--- src/rtl/periph_regbank_pkg.sv ---
`default_nettype none
// ============================================================================
//  Module      : periph_regbank_pkg
//  Description : Word map, control-bit positions, timer state encoding and
//                small address/byte-lane helpers for the peripheral bank.
//  Revision    : 1.0 - initial release
// ============================================================================
package periph_regbank_pkg;

   // Fixed word offsets (bus addr[7:2])
   localparam logic [5:0] A_CNAME       = 6'd0;
   localparam logic [5:0] A_CVERSION    = 6'd1;
   localparam logic [5:0] A_SCRATCH     = 6'd2;
   localparam logic [5:0] A_GPIO_OUT    = 6'd3;
   localparam logic [5:0] A_GPIO_OE     = 6'd4;
   localparam logic [5:0] A_GPIO_PIN    = 6'd5;
   localparam logic [5:0] A_GPIO_IMASK  = 6'd6;
   localparam logic [5:0] A_GPIO_EDGE   = 6'd7;
   localparam logic [5:0] A_GPIO_ISTAT  = 6'd8;
   localparam logic [5:0] A_TIMER_IMASK = 6'd9;

   // Timer channel windows: base + stride*n + register offset
   localparam int TIMER_BASE   = 16;
   localparam int TIMER_STRIDE = 4;
   localparam int T_CTRL       = 0;
   localparam int T_TERM       = 1;
   localparam int T_CURR       = 2;
   localparam int T_STAT       = 3;

   // CTRLn / STATn bit positions
   localparam int CTRL_START    = 0;
   localparam int CTRL_HALT     = 1;
   localparam int CTRL_PERIODIC = 2;
   localparam int CTRL_RUNNING  = 3;
   localparam int STAT_DONE     = 0;

   typedef enum logic [0:0] {
      T_IDLE = 1'b0,
      T_RUN  = 1'b1
   } timer_state_t;

   // Word address of register 'off' inside timer channel 'n'
   function automatic logic [5:0] timer_addr(input int n, input int off);
      return 6'(TIMER_BASE + TIMER_STRIDE * n + off);
   endfunction

   // Expand the four byte enables into a 32-bit bit mask
   function automatic logic [31:0] byte_mask(input logic [3:0] wben);
      return {{8{wben[3]}}, {8{wben[2]}}, {8{wben[1]}}, {8{wben[0]}}};
   endfunction

endpackage
`default_nettype wire

--- src/rtl/periph_regbank_if.sv ---
`default_nettype none
// ============================================================================
//  Module      : periph_regbank_if
//  Description : Word-addressed slave bus of the peripheral register bank.
//  Revision    : 1.0 - initial release
// ============================================================================
interface periph_regbank_if;
   logic        req;
   logic        r_wn;
   logic [7:2]  addr;
   logic [3:0]  wben;
   logic [31:0] wdata;
   logic [31:0] rdata;
   logic        rvalid;

   modport master (output req, r_wn, addr, wben, wdata, input  rdata, rvalid);
   modport slave  (input  req, r_wn, addr, wben, wdata, output rdata, rvalid);
endinterface
`default_nettype wire

--- src/rtl/periph_regbank_timer_chan.sv ---
`default_nettype none
// ============================================================================
//  Module      : timer_chan
//  Description : One count-up timer channel with one-shot / periodic modes,
//                start/halt strobes and a sticky DONE flag (set beats clear).
//  Revision    : 1.0 - initial release
// ============================================================================
module timer_chan
   import periph_regbank_pkg::*;
(
   input  wire logic        clk,
   input  wire logic        reset_n,
   input  wire logic        start,
   input  wire logic        halt,
   input  wire logic        periodic,
   input  wire logic [31:0] term,
   input  wire logic        done_clr,
   output      logic [31:0] curr,
   output      logic        running,
   output      logic        done
);

   timer_state_t r_state, w_state_nxt;
   logic [31:0]  r_curr,  w_curr_nxt;
   logic         r_done,  w_done_nxt;
   logic         w_done_set;

   // State, counter and DONE flag registers
   always_ff @(posedge clk or negedge reset_n) begin
      if (!reset_n) begin
         r_state <= T_IDLE;
         r_curr  <= '0;
         r_done  <= 1'b0;
      end else begin
         r_state <= w_state_nxt;
         r_curr  <= w_curr_nxt;
         r_done  <= w_done_nxt;
      end
   end

   // Next state: halt beats start; the compare uses the live TERM value so a
   // TERM rewrite during a run applies at the next compare
   always_comb begin
      w_state_nxt = r_state;
      w_curr_nxt  = r_curr;
      w_done_set  = 1'b0;
      if (halt) begin
         w_state_nxt = T_IDLE;
      end else if (start) begin
         w_state_nxt = T_RUN;
         w_curr_nxt  = '0;
      end else if (r_state == T_RUN) begin
         if (r_curr == term) begin
            w_done_set = 1'b1;
            if (periodic) w_curr_nxt  = '0;
            else          w_state_nxt = T_IDLE;
         end else begin
            w_curr_nxt = r_curr + 32'd1;
         end
      end
      w_done_nxt = (r_done & ~done_clr) | w_done_set;
   end

   assign curr    = r_curr;
   assign running = (r_state == T_RUN);
   assign done    = r_done;

endmodule
`default_nettype wire

--- src/rtl/periph_regbank.sv ---
`default_nettype none
// ============================================================================
//  Module      : periph_regbank
//  Description : Peripheral register bank: chip ID, scratch, GPIO with
//                synchronised inputs and edge interrupts, NUM_TIMERS timers
//                and a combined registered interrupt.
//  Revision    : 1.0 - initial release
// ============================================================================
module periph_regbank
   import periph_regbank_pkg::*;
#(
   parameter int          GPIO_W       = 16,
   parameter int          NUM_TIMERS   = 2,
   parameter logic [31:0] CHIP_NAME    = 32'h48524a44,
   parameter logic [31:0] CHIP_VERSION = 32'h00020000
)
(
   input  wire logic              clk,
   input  wire logic              reset_n,
   periph_regbank_if.slave        bus,
   input  wire logic [GPIO_W-1:0] gpio_pin_in,
   output      logic [GPIO_W-1:0] gpio_out,
   output      logic [GPIO_W-1:0] gpio_oe,
   output      logic              irq
);

   logic                  w_wr, w_rd;
   logic [5:0]            w_addr;
   logic [31:0]           w_bmask, w_wmasked, w_rdata_nxt;
   logic [31:0]           r_rdata, r_scratch;
   logic                  r_rvalid, r_irq;
   logic [GPIO_W-1:0]     r_gpio_out, r_gpio_oe, r_gpio_imask, r_gpio_edge, r_gpio_istat;
   logic [GPIO_W-1:0]     r_sync1, r_sync2, r_pin_prev;
   logic [GPIO_W-1:0]     w_edge_hit, w_istat_clr;
   logic [NUM_TIMERS-1:0] r_timer_imask;
   logic [NUM_TIMERS-1:0] w_done, w_running, w_periodic;
   logic [31:0]           w_term [NUM_TIMERS];
   logic [31:0]           w_curr [NUM_TIMERS];

   assign w_addr    = bus.addr;
   assign w_wr      = bus.req & ~bus.r_wn;
   assign w_rd      = bus.req &  bus.r_wn;
   assign w_bmask   = byte_mask(bus.wben);
   assign w_wmasked = bus.wdata & w_bmask;

   // Two-flop pin synchroniser plus the previous-value flop for edge detect
   always_ff @(posedge clk or negedge reset_n) begin
      if (!reset_n) begin
         r_sync1    <= '0;
         r_sync2    <= '0;
         r_pin_prev <= '0;
      end else begin
         r_sync1    <= gpio_pin_in;
         r_sync2    <= r_sync1;
         r_pin_prev <= r_sync2;
      end
   end

   assign w_edge_hit  = (r_sync2 & ~r_pin_prev & ~r_gpio_edge) |
                        (~r_sync2 & r_pin_prev &  r_gpio_edge);
   assign w_istat_clr = (w_wr && w_addr == A_GPIO_ISTAT) ? w_wmasked[GPIO_W-1:0] : '0;

   // Edge status: hardware set wins over a same-cycle write-1-to-clear
   always_ff @(posedge clk or negedge reset_n) begin
      if (!reset_n) r_gpio_istat <= '0;
      else          r_gpio_istat <= (r_gpio_istat & ~w_istat_clr) | w_edge_hit;
   end

   // Plain read/write configuration registers with byte-lane merge
   always_ff @(posedge clk or negedge reset_n) begin
      if (!reset_n) begin
         r_scratch     <= '0;
         r_gpio_out    <= '0;
         r_gpio_oe     <= '0;
         r_gpio_imask  <= '0;
         r_gpio_edge   <= '0;
         r_timer_imask <= '0;
      end else if (w_wr) begin
         case (w_addr)
            A_SCRATCH:     r_scratch     <= (r_scratch & ~w_bmask) | w_wmasked;
            A_GPIO_OUT:    r_gpio_out    <= (r_gpio_out   & ~w_bmask[GPIO_W-1:0]) | w_wmasked[GPIO_W-1:0];
            A_GPIO_OE:     r_gpio_oe     <= (r_gpio_oe    & ~w_bmask[GPIO_W-1:0]) | w_wmasked[GPIO_W-1:0];
            A_GPIO_IMASK:  r_gpio_imask  <= (r_gpio_imask & ~w_bmask[GPIO_W-1:0]) | w_wmasked[GPIO_W-1:0];
            A_GPIO_EDGE:   r_gpio_edge   <= (r_gpio_edge  & ~w_bmask[GPIO_W-1:0]) | w_wmasked[GPIO_W-1:0];
            A_TIMER_IMASK: r_timer_imask <= (r_timer_imask & ~w_bmask[NUM_TIMERS-1:0]) |
                                            w_wmasked[NUM_TIMERS-1:0];
            default: ;
         endcase
      end
   end

   for (genvar n = 0; n < NUM_TIMERS; n++) begin : g_timer
      logic        w_ctrl_wr, w_term_wr, w_stat_wr;
      logic        r_periodic;
      logic [31:0] r_term;

      assign w_ctrl_wr = w_wr && (w_addr == timer_addr(n, T_CTRL)) && bus.wben[0];
      assign w_term_wr = w_wr && (w_addr == timer_addr(n, T_TERM));
      assign w_stat_wr = w_wr && (w_addr == timer_addr(n, T_STAT)) && bus.wben[0];

      // Per-channel PERIODIC mode bit and terminal count
      always_ff @(posedge clk or negedge reset_n) begin
         if (!reset_n) begin
            r_periodic <= 1'b0;
            r_term     <= '0;
         end else begin
            if (w_ctrl_wr) r_periodic <= bus.wdata[CTRL_PERIODIC];
            if (w_term_wr) r_term     <= (r_term & ~w_bmask) | w_wmasked;
         end
      end

      timer_chan u_timer_chan (
         .clk      (clk),
         .reset_n  (reset_n),
         .start    (w_ctrl_wr & bus.wdata[CTRL_START]),
         .halt     (w_ctrl_wr & bus.wdata[CTRL_HALT]),
         .periodic (r_periodic),
         .term     (r_term),
         .done_clr (w_stat_wr & bus.wdata[STAT_DONE]),
         .curr     (w_curr[n]),
         .running  (w_running[n]),
         .done     (w_done[n])
      );

      assign w_periodic[n] = r_periodic;
      assign w_term[n]     = r_term;
   end

   // Read mux; unmapped words and bits above a register's width read 0
   always_comb begin
      w_rdata_nxt = '0;
      case (w_addr)
         A_CNAME:       w_rdata_nxt = CHIP_NAME;
         A_CVERSION:    w_rdata_nxt = CHIP_VERSION;
         A_SCRATCH:     w_rdata_nxt = r_scratch;
         A_GPIO_OUT:    w_rdata_nxt[GPIO_W-1:0] = r_gpio_out;
         A_GPIO_OE:     w_rdata_nxt[GPIO_W-1:0] = r_gpio_oe;
         A_GPIO_PIN:    w_rdata_nxt[GPIO_W-1:0] = r_sync2;
         A_GPIO_IMASK:  w_rdata_nxt[GPIO_W-1:0] = r_gpio_imask;
         A_GPIO_EDGE:   w_rdata_nxt[GPIO_W-1:0] = r_gpio_edge;
         A_GPIO_ISTAT:  w_rdata_nxt[GPIO_W-1:0] = r_gpio_istat;
         A_TIMER_IMASK: w_rdata_nxt[NUM_TIMERS-1:0] = r_timer_imask;
         default: ;
      endcase
      for (int n = 0; n < NUM_TIMERS; n++) begin
         if (w_addr == timer_addr(n, T_CTRL)) begin
            w_rdata_nxt[CTRL_PERIODIC] = w_periodic[n];
            w_rdata_nxt[CTRL_RUNNING]  = w_running[n];
         end
         if (w_addr == timer_addr(n, T_TERM)) w_rdata_nxt = w_term[n];
         if (w_addr == timer_addr(n, T_CURR)) w_rdata_nxt = w_curr[n];
         if (w_addr == timer_addr(n, T_STAT)) w_rdata_nxt[STAT_DONE] = w_done[n];
      end
   end

   // Registered read response and combined interrupt
   always_ff @(posedge clk or negedge reset_n) begin
      if (!reset_n) begin
         r_rdata  <= '0;
         r_rvalid <= 1'b0;
         r_irq    <= 1'b0;
      end else begin
         r_rvalid <= w_rd;
         if (w_rd) r_rdata <= w_rdata_nxt;
         r_irq <= (|(r_gpio_istat & r_gpio_imask)) | (|(w_done & r_timer_imask));
      end
   end

   assign bus.rdata  = r_rdata;
   assign bus.rvalid = r_rvalid;
   assign gpio_out   = r_gpio_out;
   assign gpio_oe    = r_gpio_oe;
   assign irq        = r_irq;

endmodule
`default_nettype wire

--- src/flat_wrapper.sv ---
// flat-port wrapper written by rule: the top's interface ports become plain ports
module periph_regbank_flat import periph_regbank_pkg::*;
#(
   parameter int          GPIO_W       = 16,
   parameter int          NUM_TIMERS   = 2,
   parameter logic [31:0] CHIP_NAME    = 32'h48524a44,
   parameter logic [31:0] CHIP_VERSION = 32'h00020000
)
  (clk, reset_n, gpio_pin_in, gpio_out, gpio_oe, irq, bus_req, bus_r_wn, bus_addr, bus_wben, bus_wdata, bus_rdata, bus_rvalid);
  periph_regbank_if bus_i ();
  input  wire logic clk;
  input  wire logic reset_n;
  input  wire logic [GPIO_W-1:0] gpio_pin_in;
  output      logic [GPIO_W-1:0] gpio_out;
  output      logic [GPIO_W-1:0] gpio_oe;
  output      logic irq;
  input wire logic [$bits(bus_i.req)-1:0] bus_req;
  input wire logic [$bits(bus_i.r_wn)-1:0] bus_r_wn;
  input wire logic [$bits(bus_i.addr)-1:0] bus_addr;
  input wire logic [$bits(bus_i.wben)-1:0] bus_wben;
  input wire logic [$bits(bus_i.wdata)-1:0] bus_wdata;
  output wire logic [$bits(bus_i.rdata)-1:0] bus_rdata;
  output wire logic [$bits(bus_i.rvalid)-1:0] bus_rvalid;
  assign bus_i.req = bus_req;
  assign bus_i.r_wn = bus_r_wn;
  assign bus_i.addr = bus_addr;
  assign bus_i.wben = bus_wben;
  assign bus_i.wdata = bus_wdata;
  assign bus_rdata = bus_i.rdata;
  assign bus_rvalid = bus_i.rvalid;
  periph_regbank #(.GPIO_W(GPIO_W), .NUM_TIMERS(NUM_TIMERS), .CHIP_NAME(CHIP_NAME), .CHIP_VERSION(CHIP_VERSION)) u_core (.clk(clk), .reset_n(reset_n), .bus(bus_i), .gpio_pin_in(gpio_pin_in), .gpio_out(gpio_out), .gpio_oe(gpio_oe), .irq(irq));
endmodule
--- config.mk ---
export PLATFORM = sky130hd
export DESIGN_NAME = periph_regbank_flat
export DESIGN_NICKNAME = d
export VERILOG_FILES = /design/src/rtl/periph_regbank_pkg.sv /design/src/rtl/periph_regbank_if.sv /design/src/rtl/periph_regbank_timer_chan.sv /design/src/rtl/periph_regbank.sv /design/src/flat_wrapper.sv
export SDC_FILE = /design/constraint.sdc
export NUM_CORES = 1
export LEC_CHECK = 0
export CORE_MARGIN = 4
export CORE_UTILIZATION = 35
export DETAILED_ROUTE_END_ITERATION = 12
export GPL_TIMING_DRIVEN = 0
export SLEW_MARGIN = 20
export SYNTH_ARGS = -nofsm -noshare
export SYNTH_HDL_FRONTEND = slang
export SYNTH_SLANG_ARGS = --single-unit
--- constraint.sdc ---
create_clock -name clk -period 2.24 [get_ports clk]
set_input_delay 0.448 -clock clk [delete_from_list [all_inputs] [get_ports clk]]
set_output_delay 0.448 -clock clk [all_outputs]
set_load 0.02 [all_outputs]
==> summary.txt, run 1 <==
STA
  • Period minus WS final: 2.42 ns
  • Maximum clock rate: 413 MHz
  • Slew Limit Fails: 0
  • Setup violations, final: 63
  • RSZ-0062 raised after global routing: yes
  • Setup TNS: -5.78 ns
  • Skew final: 0.0166 ns
  • Worst Tran Pin Value: 0.773 ns
  • Fin. Hold Viols: 0
  • Slew headroom: 0.483
  • Setup ws final: -0.183 ns
  • Crit share post-route: 1.08

Critical path
  • Worst reg2reg startpoint: u_core.g_timer[0].u_timer_chan.curr[30]
  • CP max stage delay: 0.45 ns
  • Arr. time, crit path: 2.90 ns
  • CP endpoint kind: flop
  • Crit Path Class: reg2reg
  • CP cell instances: xnor2_1, nand4_1, nor4_4, buf_4, a31oi_4, o21ai_4, buf_6, clkbuf_16, o211ai_1, nand2_1
  • Critical Path RT: 2.72 ns
  • Slowest CP cell: dfrtp_1
  • CP Max Fanout: 6
  • Startpoint Class: flop
  • Top delay family on crit path: simple AND/OR/NAND/NOR gates
  • Critical Path Start: u_core.g_timer[0].u_timer_chan.curr[30]
  • WP buf/inv: 3

CTS
  • Clk sinks: 330
  • CTS tree: yes
  • CTS clk-pin slew, worst paths: 0.06 ns
  • Clock buffer depth: 3
  • H-tree levels: 2
  • Root Buffer: clkbuf_16
  • Skew-Pair Late Insertion Delay: 0.55 ns
  • Number of buffers created by CTS: 38

Route
  • Via count: 13600
  • WL/cell: 25.8 µm
  • # DRC: 0
  • Number of DRC markers in iteration 0: 1512
  • First drt pass iteration count: 5
  • Final ANT Viol Nets: 0
  • Final WL: 59.8 mm
  • Vias per std cell: 5.88

Hold path
  • Hold Crit Class: in2reg
  • HP Start: gpio_pin_in[15]

Placement
  • Port bufs: 123
  • Post-DP HPWL: 42.8 mm
  • Routability Congestion: 0.943

Power and ir drop
  • Cell area power density: 703 nW/µm²
  • Power, Total: 0.0149 W
  • Peak VDD IR: 0.000470 V
  • Cell leakage power: 9.08 nW

Floorplan
  • Starting density of the core: 0.357
  • Die Y: 221 µm
  • Num rows: 77
  • Core footprint: 44500 µm²
  • Die Wd: 221 µm
  • I/O pins: 128
  • Die ar.: 48900 µm²

Global routing
  • Initial antenna violation count: 1
  • First-pass GRT wire length: 88.3 mm
  • Gr usage total: 0.234
  • Overflow after GRT: 0
  • Number of global-route vias before repair: 13500
  • Largest net degree at the start of global routing: 97

Outcome
  • Status: finished with violations
  • Violated checks: setup timing

Synth
  • EDFF count, synth: 0
  • Register area share after synthesis: 0.520
  • Unique masters post-synth: 74
  • Synthesized area: 15900 µm²
  • Gate Count Post-Synth: 1457
  • Top FF cell, synth: dfrtp_1
  • Mapped Avg Cell Area: 10.9 µm²
  • FFs w/ async S/R, synth: 1.00
  • Syn nets: 1521
  • Register bit count reported by yosys: 330
  • Ys Warns: 0

Finish
  • Final #Nets: 1764
  • Proportion of layout cells with a drive suffix above 1: 0.337
  • Growth of design area from synthesis to finish: 33.8%

Flow run
  • Max-cap viol count: 0
==> per-stage QoR <==
step / setup slack (ns) / instances / hold WS (ns) / utilization / cell area [µm²]
2_1_floorplan: -0.156 / 1457 / 0.152 / - / 16000
3_3_place_gp: -14.03 / 2172 / 0.332 / 0.404 / 18000
3_5_place_dp: -1.85 / 2176 / 0.335 / 0.406 / 18100
4_1_cts: -0.132 / 2291 / 0.330 / 0.458 / 20400
5_1_grt: -0.265 / 2321 / 0.333 / 0.478 / 21300
6_report: -0.183 / 2322 / 0.342 / 0.478 / 21300
==> Yosys cell counts, types with 30 or more instances <==
cell type  count  area [µm²]
nand2_1      164         616
xor2_1        38         333
nor2_1       103         387
a22oi_1       46         345
nand3_1       30         150
dfrtp_1      330        8260
mux2_2       165        1860
o21ai_0       54         270
a21oi_1       54         270
clkbuf_1      45         169
xnor2_1       51         447
nand4_1       30         188
==> path summary, 6_finish.rpt <==
| check | depth (start not counted) | endpoint | slack [ns] |
|---|---|---|---|
| hold reg to reg | 0 | u_core.r_sync2[4] | 0.35 |
| max in group asynchronous | 4 | u_core.g_timer[0].u_timer_chan.curr[2] | 0.37 |
| setup / recovery | 10 | u_core.g_timer[0].u_timer_chan.curr[27] | -0.18 |
| hold / removal | 1 | u_core.r_sync1[15] | 0.34 |
| setup reg to reg | 10 | u_core.g_timer[0].u_timer_chan.curr[27] | -0.18 |
| min in group asynchronous | 2 | u_core.g_timer[1].u_timer_chan.curr[11] | 0.47 |
==> cell usage in the layout (no fill, tap or decap), types with 28 or more instances in the layout <==
master / netlist / final
nand3_1: 30 / 28
dfrtp_1: 330 / 287
clkbuf_16: 0 / 43
dfrtp_2: 0 / 43
nand4_1: 30 / 30
buf_4: 0 / 72
nor2_1: 103 / 76
clkdlybuf4s50_1: 0 / 114
nand2_1: 164 / 153
xnor2_1: 51 / 31
a22oi_1: 46 / 46
xor2_1: 38 / 35
a21oi_1: 54 / 37
mux2_2: 165 / 165
o21ai_0: 54 / 32
==> cell type report <==
type,count,area [µm²]
flip-flops and latches,330,8310
plain buffers,60,462
clock inverters,13,143
clock buffers,56,1160
well taps,592,741
inverters,14,55.1
multi-input cells,1042,8280
fillers,4110,23200
repair buffers,214,2100
diodes,1,2.50
==> repair_timing <==
item | 4_1_cts | 5_1_grt
gates cloned | 3 | 2
buffers inserted | 52 | 30
hold endpoints to repair | 80 | 0
pin swaps | 34 | 63
resized for setup | 185 | 172
hold buffers | 1 | 0
endpoints found under the setup margin | 276 | 129
==> kinds of logic after synthesis <==
family	Yosys count	synth area share
simple gates	462	0.144
flops	330	0.520
compound gates	308	0.133
mux	181	0.130
xor+xnor	89	0.0491
buf+inv	85	0.0231
fa+ha+maj	2	0.00157
==> routing by layer <==
metal  part of all wire  global-route usage
met2               0.45               0.368
met3              0.076              0.0440
met4              0.050               0.100
met5                  0                   0
met1               0.42               0.319
==> report_power, final <==
group	leakage [nW]	total [W]	switching [W]	internal (W)
logic	4.16	0.00188	0.00102	0.000861
clock network	0.649	0.00649	0.00255	0.00394
registers	4.27	0.00657	0.000325	0.00624
total	9.08	0.0149	0.00390	0.0110
Note: power is estimated with default switching activity, not from simulation.
==> run 2: changes to the inputs <==
- CORE_UTILIZATION: 35 -> 53
- PLACE_DENSITY: default -> 0.77
==> run 2 against run 1 <==
Critical path type unchanged. Setup slack got worse by 0.022 ns. Count of clock-buffer cells in the layout fell by 6. Combinational power barely moved. The flow still finishes with violations (setup timing). Critical endpoint is now u_core.g_timer[0].u_timer_chan.curr[11]. First-iteration DRC count rose by 28%. Critical path depth fell by 1. Clock power fell by 10%. Hold slack got worse by 0.0028 ns.
==> summary.txt, run 2 (synthesis results as in run 1) <==
STA
  • Worst Tran Pin Value: 0.769 ns (was 0.773 ns)
  • Crit share post-route: 1.09 (was 1.08)
  • Setup ws final: -0.205 ns (was -0.183 ns)
  • Setup violations, final: 61 (was 63)
  • RSZ-0062 raised after global routing: yes (unchanged)
  • Fin. Hold Viols: 0 (unchanged)
  • Maximum clock rate: 409 MHz (was 413 MHz)
  • Skew final: 0.0232 ns (was 0.0166 ns)
  • Slew Limit Fails: 0 (unchanged)
  • Period minus WS final: 2.45 ns (was 2.42 ns)
  • Slew headroom: 0.487 (was 0.483)

Floorplan
  • Core footprint: 29600 µm² (was 44500 µm²)
  • Starting density of the core: 0.536 (was 0.357)
  • I/O pins: 128 (unchanged)
  • Die ar.: 32800 µm² (was 48900 µm²)
  • Die Wd: 181 µm (was 221 µm)
  • Num rows: 63 (was 77)
  • Die Y: 181 µm (was 221 µm)

Outcome
  • Status: finished with violations (unchanged)
  • Violated checks: setup timing (unchanged)

Critical path
  • CP endpoint kind: flop (unchanged)
  • CP Max Fanout: 6 (unchanged)
  • Reg-to-Reg End: u_core.g_timer[0].u_timer_chan.curr[11] (was u_core.g_timer[0].u_timer_chan.curr[27])
  • Worst Reg-to-Reg Cells: 9 (was 10)
  • R2r setup slk: -0.21 ns (was -0.18 ns)
  • Startpoint Class: flop (unchanged)
  • Arr. time, crit path: 2.86 ns (was 2.90 ns)
  • Crit Path Class: reg2reg (unchanged)
  • Critical Path RT: 2.66 ns (was 2.72 ns)

Finish
  • Fillers: 2144 (was 4110)
  • Final instance area: 20600 µm² (was 21300 µm²)
  • Final #Nets: 1747 (was 1764)
  • Proportion of layout cells with a drive suffix above 1: 0.312 (was 0.337)
  • Most frequent cells in the layout: dfrtp_1, mux2_2, nand2_1, clkdlybuf4s50_1, nor2_1 (unchanged)
  • Growth of design area from synthesis to finish: 29.7% (was 33.8%)
  • Inserted Diodes: 0 (was 1)
  • Finished Core Util: 0.695 (was 0.478)
  • Commonest non-fill, non-tap cell in the layout: dfrtp_1 (unchanged)

Power and ir drop
  • Peak VDD IR: 0.000718 V (was 0.000470 V)
  • Power, Total: 0.0142 W (was 0.0149 W)
  • Cell leakage power: 8.93 nW (was 9.08 nW)
  • Cell area power density: 691 nW/µm² (was 703 nW/µm²)

Route
  • First drt pass iteration count: 7 (was 5)
  • Final WL: 56.7 mm (was 59.8 mm)
  • Via count: 14100 (was 13600)
  • WL/cell: 27.1 µm (was 25.8 µm)
  • Number of DRC markers in iteration 0: 1938 (was 1512)
  • Vias per std cell: 6.73 (was 5.88)
  • Final ANT Viol Nets: 0 (unchanged)
  • # DRC: 0 (unchanged)

Global routing
  • Largest net degree at the start of global routing: 96 (was 97)
  • Overflow after GRT: 0 (unchanged)
  • Initial antenna violation count: 1 (unchanged)
  • Number of global-route vias before repair: 14100 (was 13500)
  • First-pass GRT wire length: 85.2 mm (was 88.3 mm)
  • Gr usage total: 0.335 (was 0.234)

CTS
  • Skew-Pair Late Insertion Delay: 0.54 ns (was 0.55 ns)
  • CTS tree: yes (unchanged)
  • Clock buffer depth: 3 (unchanged)
  • Clk sinks: 330 (unchanged)
  • Number of buffers created by CTS: 36 (was 38)
  • H-tree levels: 2 (unchanged)
  • CTS clk-pin slew, worst paths: 0.06 ns (about the same)
  • Root Buffer: clkbuf_16 (unchanged)

Hold path
  • WHS Path Cells: 0 (was 1)
  • HP Start: u_core.r_sync1[13] (was gpio_pin_in[15])
  • Hold Crit Class: reg2reg (was in2reg)
  • Worst hold endpoint: u_core.r_sync2[13] (was u_core.r_sync1[15])

Placement
  • Placed cell area: 17800 µm² (was 18100 µm²)
  • Port bufs: 123 (unchanged)
  • Routability Congestion: 1.01 (was 0.943)
  • Dpl ws: -1.65 ns (was -1.85 ns)
  • Post-DP HPWL: 39.6 mm (was 42.8 mm)

Flow run
  • Max-cap viol count: 0 (unchanged)
==> run 2: area by class of cell <==
| cell class | count | area (µm²) | area share |
|---|---|---|---|
| plain buffers | 59 | 438 | 0.0213 |
| well taps | 390 | 488 | 0.0237 |
| clock inverters | 8 | 124 | 0.00601 |
| clock buffers | 50 | 1000 | 0.0487 |
| inverters | 14 | 52.6 | 0.00255 |
| repair buffers | 200 | 1990 | 0.0967 |
| flip-flops and latches | 330 | 8300 | 0.403 |
| multi-input cells | 1042 | 8210 | 0.398 |
==> run 2: timing repair <==
action,4_1_cts,5_1_grt
pin swaps,39,56
resized for setup,178,150
endpoints found under the setup margin,275,128
buffers inserted,39,29
hold buffers,1,0
cloned,2,2
hold endpoints to repair,77,0
==> run 2: power breakdown <==
group / switching, W / internal [W] / total [W]
clock: 0.00243 / 0.00337 / 0.00581
sequential: 0.000339 / 0.00624 / 0.00658
combinational: 0.00102 / 0.000841 / 0.00186
==> run 2: layer usage <==
layer,GRT usage,vias up,part of all wire
li1,-,5811,-
met1,0.452,6993,0.38
met2,0.516,1030,0.45
met3,0.0775,259,0.11
met4,0.161,0,0.063
met5,0,-,0
==> run 2: worst max-delay path by stage <==
stage,end,slack (ns),cells past startpoint
after floorplan,u_core.g_timer[0].u_timer_chan.curr[23],-0.16,8
after global placement,u_core.g_timer[0].u_timer_chan.curr[24],-13.51,1
after detailed placement,u_core.bus.rdata[11],-1.65,10
after CTS,u_core.g_timer[0].u_timer_chan.curr[31],-0.14,10
after global routing,u_core.g_timer[0].u_timer_chan.curr[30],-0.27,9
final,u_core.g_timer[0].u_timer_chan.curr[11],-0.21,9
==> run 2: critical path, stage by stage, from the launching register on <==
cell and delay (ns):
dfrtp_1 0.44, xnor2_2 0.30, nand4_1 0.20, nor4_4 0.34, buf_6 0.18, a31oi_4 0.14, o21ai_4 0.24, buf_6 0.19
inv_1 0.07, a32o_1 0.21
==> run 2: stage by stage <==
stage,setup TNS [ns],cells,hold slack (ns)
after detailed placement,-305.97,1975,0.336
after CTS,-2.99,2066,0.340
after global routing,-10.51,2093,0.349
after floorplan,-4.13,1457,0.152
final,-7.30,2093,0.340
after global placement,-4784.36,1970,0.331
==> run 3: changes to the inputs <==
- SYNTH_HIERARCHICAL: default -> 1
==> run 3 against run 2 <==
The run still ends with setup timing left. Critical endpoint is now u_core/g_timer[1].u_timer_chan/curr[1]. Final area down 0.60%. Global-route usage decreased by 1.1 points. Combinational power is 6% lower. Count of clock-buffer cells in the layout up 5. Sequential cell count did not move. Final cell count up 1.2%. Critical path depth up 1.
==> summary.txt, run 3 <==
Critical path
  • CP Max Fanout: 7 (was 6)
  • Crit Path Class: reg2reg (unchanged)
  • Critical Path RT: 2.64 ns (was 2.66 ns)
  • CP max stage delay: 0.39 ns (was 0.44 ns)
  • Top delay family on crit path: buffers and inverters (was compound AO/OA/AOI/OAI gates)
  • Critical Path Start: u_core/g_timer[1].u_timer_chan/curr[19]
  • Worst reg2reg startpoint: u_core/g_timer[1].u_timer_chan/curr[19]
  • WP buf/inv: 4 (was 3)
  • CP cell instances: buf_6, xor2_4, nor4_4, nand4_1, buf_6, o41ai_4, buf_6, buf_8, nand2_1, o31ai_1 (was xnor2_2, nand4_1, nor4_4, buf_6, a31oi_4, o21ai_4, buf_6, inv_1, a32o_1)
  • CP endpoint kind: flop (unchanged)
  • Crit path top cell by count: buf_6 (unchanged)
  • Arr. time, crit path: 2.79 ns (was 2.86 ns)
  • Slowest CP cell: dfrtp_1 (unchanged)
  • Startpoint Class: flop (unchanged)

Synth
  • Top FF cell, synth: dfrtp_1 (unchanged)
  • Area leader, netlist: dfrtp_1 (unchanged)
  • Synth cell count leaders: dfrtp_1, mux2_2, nor2_1 (was dfrtp_1, mux2_2, nand2_1)
  • Gate Count Post-Synth: 1476 (was 1457)
  • Unique masters post-synth: 76 (was 74)
  • Ys Warns: 6 (was 0)
  • Syn nets: 1540 (was 1521)
  • Register bit count reported by yosys: 330 (unchanged)
  • Top cells by area, synth: dfrtp_1, mux2_2, xor2_1, nor2_1, nand2_1 (was dfrtp_1, mux2_2, nand2_1, xnor2_1, nor2_1)
  • EDFF count, synth: 0 (unchanged)
  • Synthesized area: 16200 µm² (was 15900 µm²)
  • FFs w/ async S/R, synth: 1.00 (unchanged)
  • Most frequent cell after synthesis: dfrtp_1 (unchanged)
  • Yosys top cell area share: 0.511 (was 0.520)
  • Mapped Avg Cell Area: 10.9 µm² (about the same)
  • Register area share after synthesis: 0.511 (was 0.520)

CTS
  • Skew-Pair Late Insertion Delay: 0.54 ns (about the same)
  • Clock buffer depth: 3 (unchanged)
  • CTS clk-pin slew, worst paths: 0.06 ns (about the same)
  • Root Buffer: clkbuf_16 (unchanged)
  • Clk sinks: 330 (unchanged)
  • Number of buffers created by CTS: 38 (was 36)
  • H-tree levels: 2 (unchanged)
  • CTS tree: yes (unchanged)

STA
  • Setup violations, final: 40 (was 61)
  • Worst Tran Pin Value: 0.932 ns (was 0.769 ns)
  • Setup TNS: -2.65 ns (was -7.30 ns)
  • Slew headroom: 0.379 (was 0.487)
  • Setup ws final: -0.145 ns (was -0.205 ns)
  • Fin. Hold Viols: 0 (unchanged)
  • Slew Limit Fails: 0 (unchanged)
  • Maximum clock rate: 419 MHz (was 409 MHz)
  • Period minus WS final: 2.39 ns (was 2.45 ns)
  • RSZ-0062 raised after global routing: yes (unchanged)
  • Crit share post-route: 1.06 (was 1.09)
  • Skew final: 0.0217 ns (was 0.0232 ns)

Global routing
  • First-pass GRT wire length: 83.1 mm (was 85.2 mm)
  • Gr usage total: 0.324 (was 0.335)
  • Initial antenna violation count: 0 (was 1)
  • Number of global-route vias before repair: 13900 (was 14100)
  • Overflow after GRT: 0 (unchanged)
  • Largest net degree at the start of global routing: 100 (was 96)

Placement
  • Dpl ws: -1.37 ns (was -1.65 ns)
  • Post-DP HPWL: 38.0 mm (was 39.6 mm)
  • Routability Congestion: 1.00 (was 1.01)
  • Port bufs: 122 (was 123)

Power and ir drop
  • Int Power: 0.0106 W (was 0.0105 W)
  • Logic pwr share: 0.121 (was 0.131)
  • Share of power burned in registers: 0.460 (was 0.462)
  • Sw frac: 0.266 (about the same)
  • Clock share of power: 0.419 (was 0.407)
  • Cell leakage power: 9.18 nW (was 8.93 nW)
  • Power, Total: 0.0145 W (was 0.0142 W)
  • Cell area power density: 706 nW/µm² (was 691 nW/µm²)
  • Switch Pwr: 0.00384 W (was 0.00379 W)
  • Peak VDD IR: 0.000608 V (was 0.000718 V)

Finish
  • Growth of design area from synthesis to finish: 26.8% (was 29.7%)
  • Fillers: 2159 (was 2144)
  • Inserted Diodes: 0 (unchanged)
  • Proportion of layout cells with a drive suffix above 1: 0.283 (was 0.312)
  • Finished Core Util: 0.686 (was 0.695)
  • Commonest non-fill, non-tap cell in the layout: dfrtp_1 (unchanged)
  • Final #Nets: 1766 (was 1747)
  • Most frequent cells in the layout: dfrtp_1, mux2_2, nor2_1, clkdlybuf4s50_1, nand2_1 (was dfrtp_1, mux2_2, nand2_1, clkdlybuf4s50_1, nor2_1)

Hold path
  • Hold Crit Class: in2reg (was reg2reg)
  • HP Start: bus_addr[2] (was u_core.r_sync1[13])

Floorplan
  • Num rows: 63 (unchanged)
  • Die ar.: 33300 µm² (was 32800 µm²)
  • Die Y: 183 µm (was 181 µm)
  • Core footprint: 29900 µm² (was 29600 µm²)
  • I/O pins: 128 (unchanged)
  • Starting density of the core: 0.541 (was 0.536)
  • Die Wd: 183 µm (was 181 µm)

Flow run
  • Max-cap viol count: 0 (unchanged)

Route
  • WL/cell: 26.5 µm (was 27.1 µm)
  • Vias per std cell: 6.73 (about the same)
  • Final ANT Viol Nets: 0 (unchanged)
  • Via count: 14300 (was 14100)
  • First drt pass iteration count: 7 (unchanged)
  • # DRC: 0 (unchanged)
  • Final WL: 56.2 mm (was 56.7 mm)
  • Number of DRC markers in iteration 0: 2164 (was 1938)

Outcome
  • Violated checks: setup timing (unchanged)
  • Status: finished with violations (unchanged)
-- run 3: cell type report --
cell class | count | area (µm²) | share of cell area
inverter | 20 | 75.1 | 0.00366
multi-input combinational | 1043 | 7920 | 0.387
buffer | 82 | 627 | 0.0306
clock inverter | 11 | 126 | 0.00617
clock buffer | 55 | 1070 | 0.0525
sequential | 330 | 8290 | 0.405
tap | 390 | 488 | 0.0238
timing repair buffer | 187 | 1880 | 0.0919
-- run 3: cell families (layout without fill, tap and decap cells) --
family | Yosys count | count (layout) | synth area share
buffers and inverters | 104 | 355 | 0.0304
adder cells (fa/ha/maj) | 2 | 2 | 0.00155
flip-flops | 330 | 330 | 0.511
AND/OR/NAND/NOR | 458 | 459 | 0.141
multiplexers | 206 | 206 | 0.141
AO/OA/AOI/OAI | 312 | 312 | 0.140
XOR/XNOR | 64 | 64 | 0.0347
-- run 3: power groups by stage --
stage	sequential (W)	clock (W)	combinational [W]
floorplan	0.00672	0	0.000701
detailed placement	0.00673	0	0.00153
finish	0.00666	0.00605	0.00175
global placement	0.00673	0	0.00148
global route	0.00668	0.00637	0.00187
CTS	0.00663	0.00611	0.00162
-- run 3: worst reg2reg max path, stage by stage (launching register included) --
cell and delay, ns:
dfrtp_1 0.39, buf_6 0.15, xor2_4 0.19, nor4_4 0.36, nand4_1 0.16, buf_6 0.16
o41ai_4 0.34, buf_6 0.21, buf_8 0.14, nand2_1 0.06, o31ai_1 0.11
-- run 3: per-layer routing --
layer	up-vias	track usage	share of wire
met5	-	0	0
met2	1068	0.495	0.44
met1	6975	0.424	0.37
met4	0	0.183	0.076
met3	264	0.0775	0.11
li1	5946	-	-
-- run 3: through the flow --
| stage | area [µm²] | hold slack, ns | cells |
|---|---|---|---|
| floorplan | 16200 | 0.152 | 1476 |
| global placement | 17900 | 0.332 | 1988 |
| detailed placement | 18000 | 0.335 | 1991 |
| CTS | 19800 | 0.305 | 2087 |
| global route | 20500 | 0.333 | 2118 |
| finish | 20500 | 0.341 | 2118 |
-- run 3: path summary, 6_finish.rpt --
| check | endpoint | slack [ns] | depth (start not counted) |
|---|---|---|---|
| worst min-delay path | u_core/bus.rdata[17] | 0.34 | 3 |
| max in group asynchronous | u_core/r_sync2[5] | 0.54 | 4 |
| worst max-delay path | u_core/g_timer[1].u_timer_chan/curr[1] | -0.15 | 10 |
| worst min register to register | u_core/r_sync2[12] | 0.34 | 0 |
| worst max register to register | u_core/g_timer[1].u_timer_chan/curr[1] | -0.15 | 10 |
| min in group asynchronous | u_core/g_timer[1].u_timer_chan/curr[29] | 0.53 | 2 |
-- run 3: what timing repair did --
action,CTS,global route
endpoints found under the setup margin,277,151
setup buffers,28,25
hold endpoints to repair,83,0
pin swaps,14,24
gates cloned,3,6
hold buffers,1,0
resized for setup,104,122
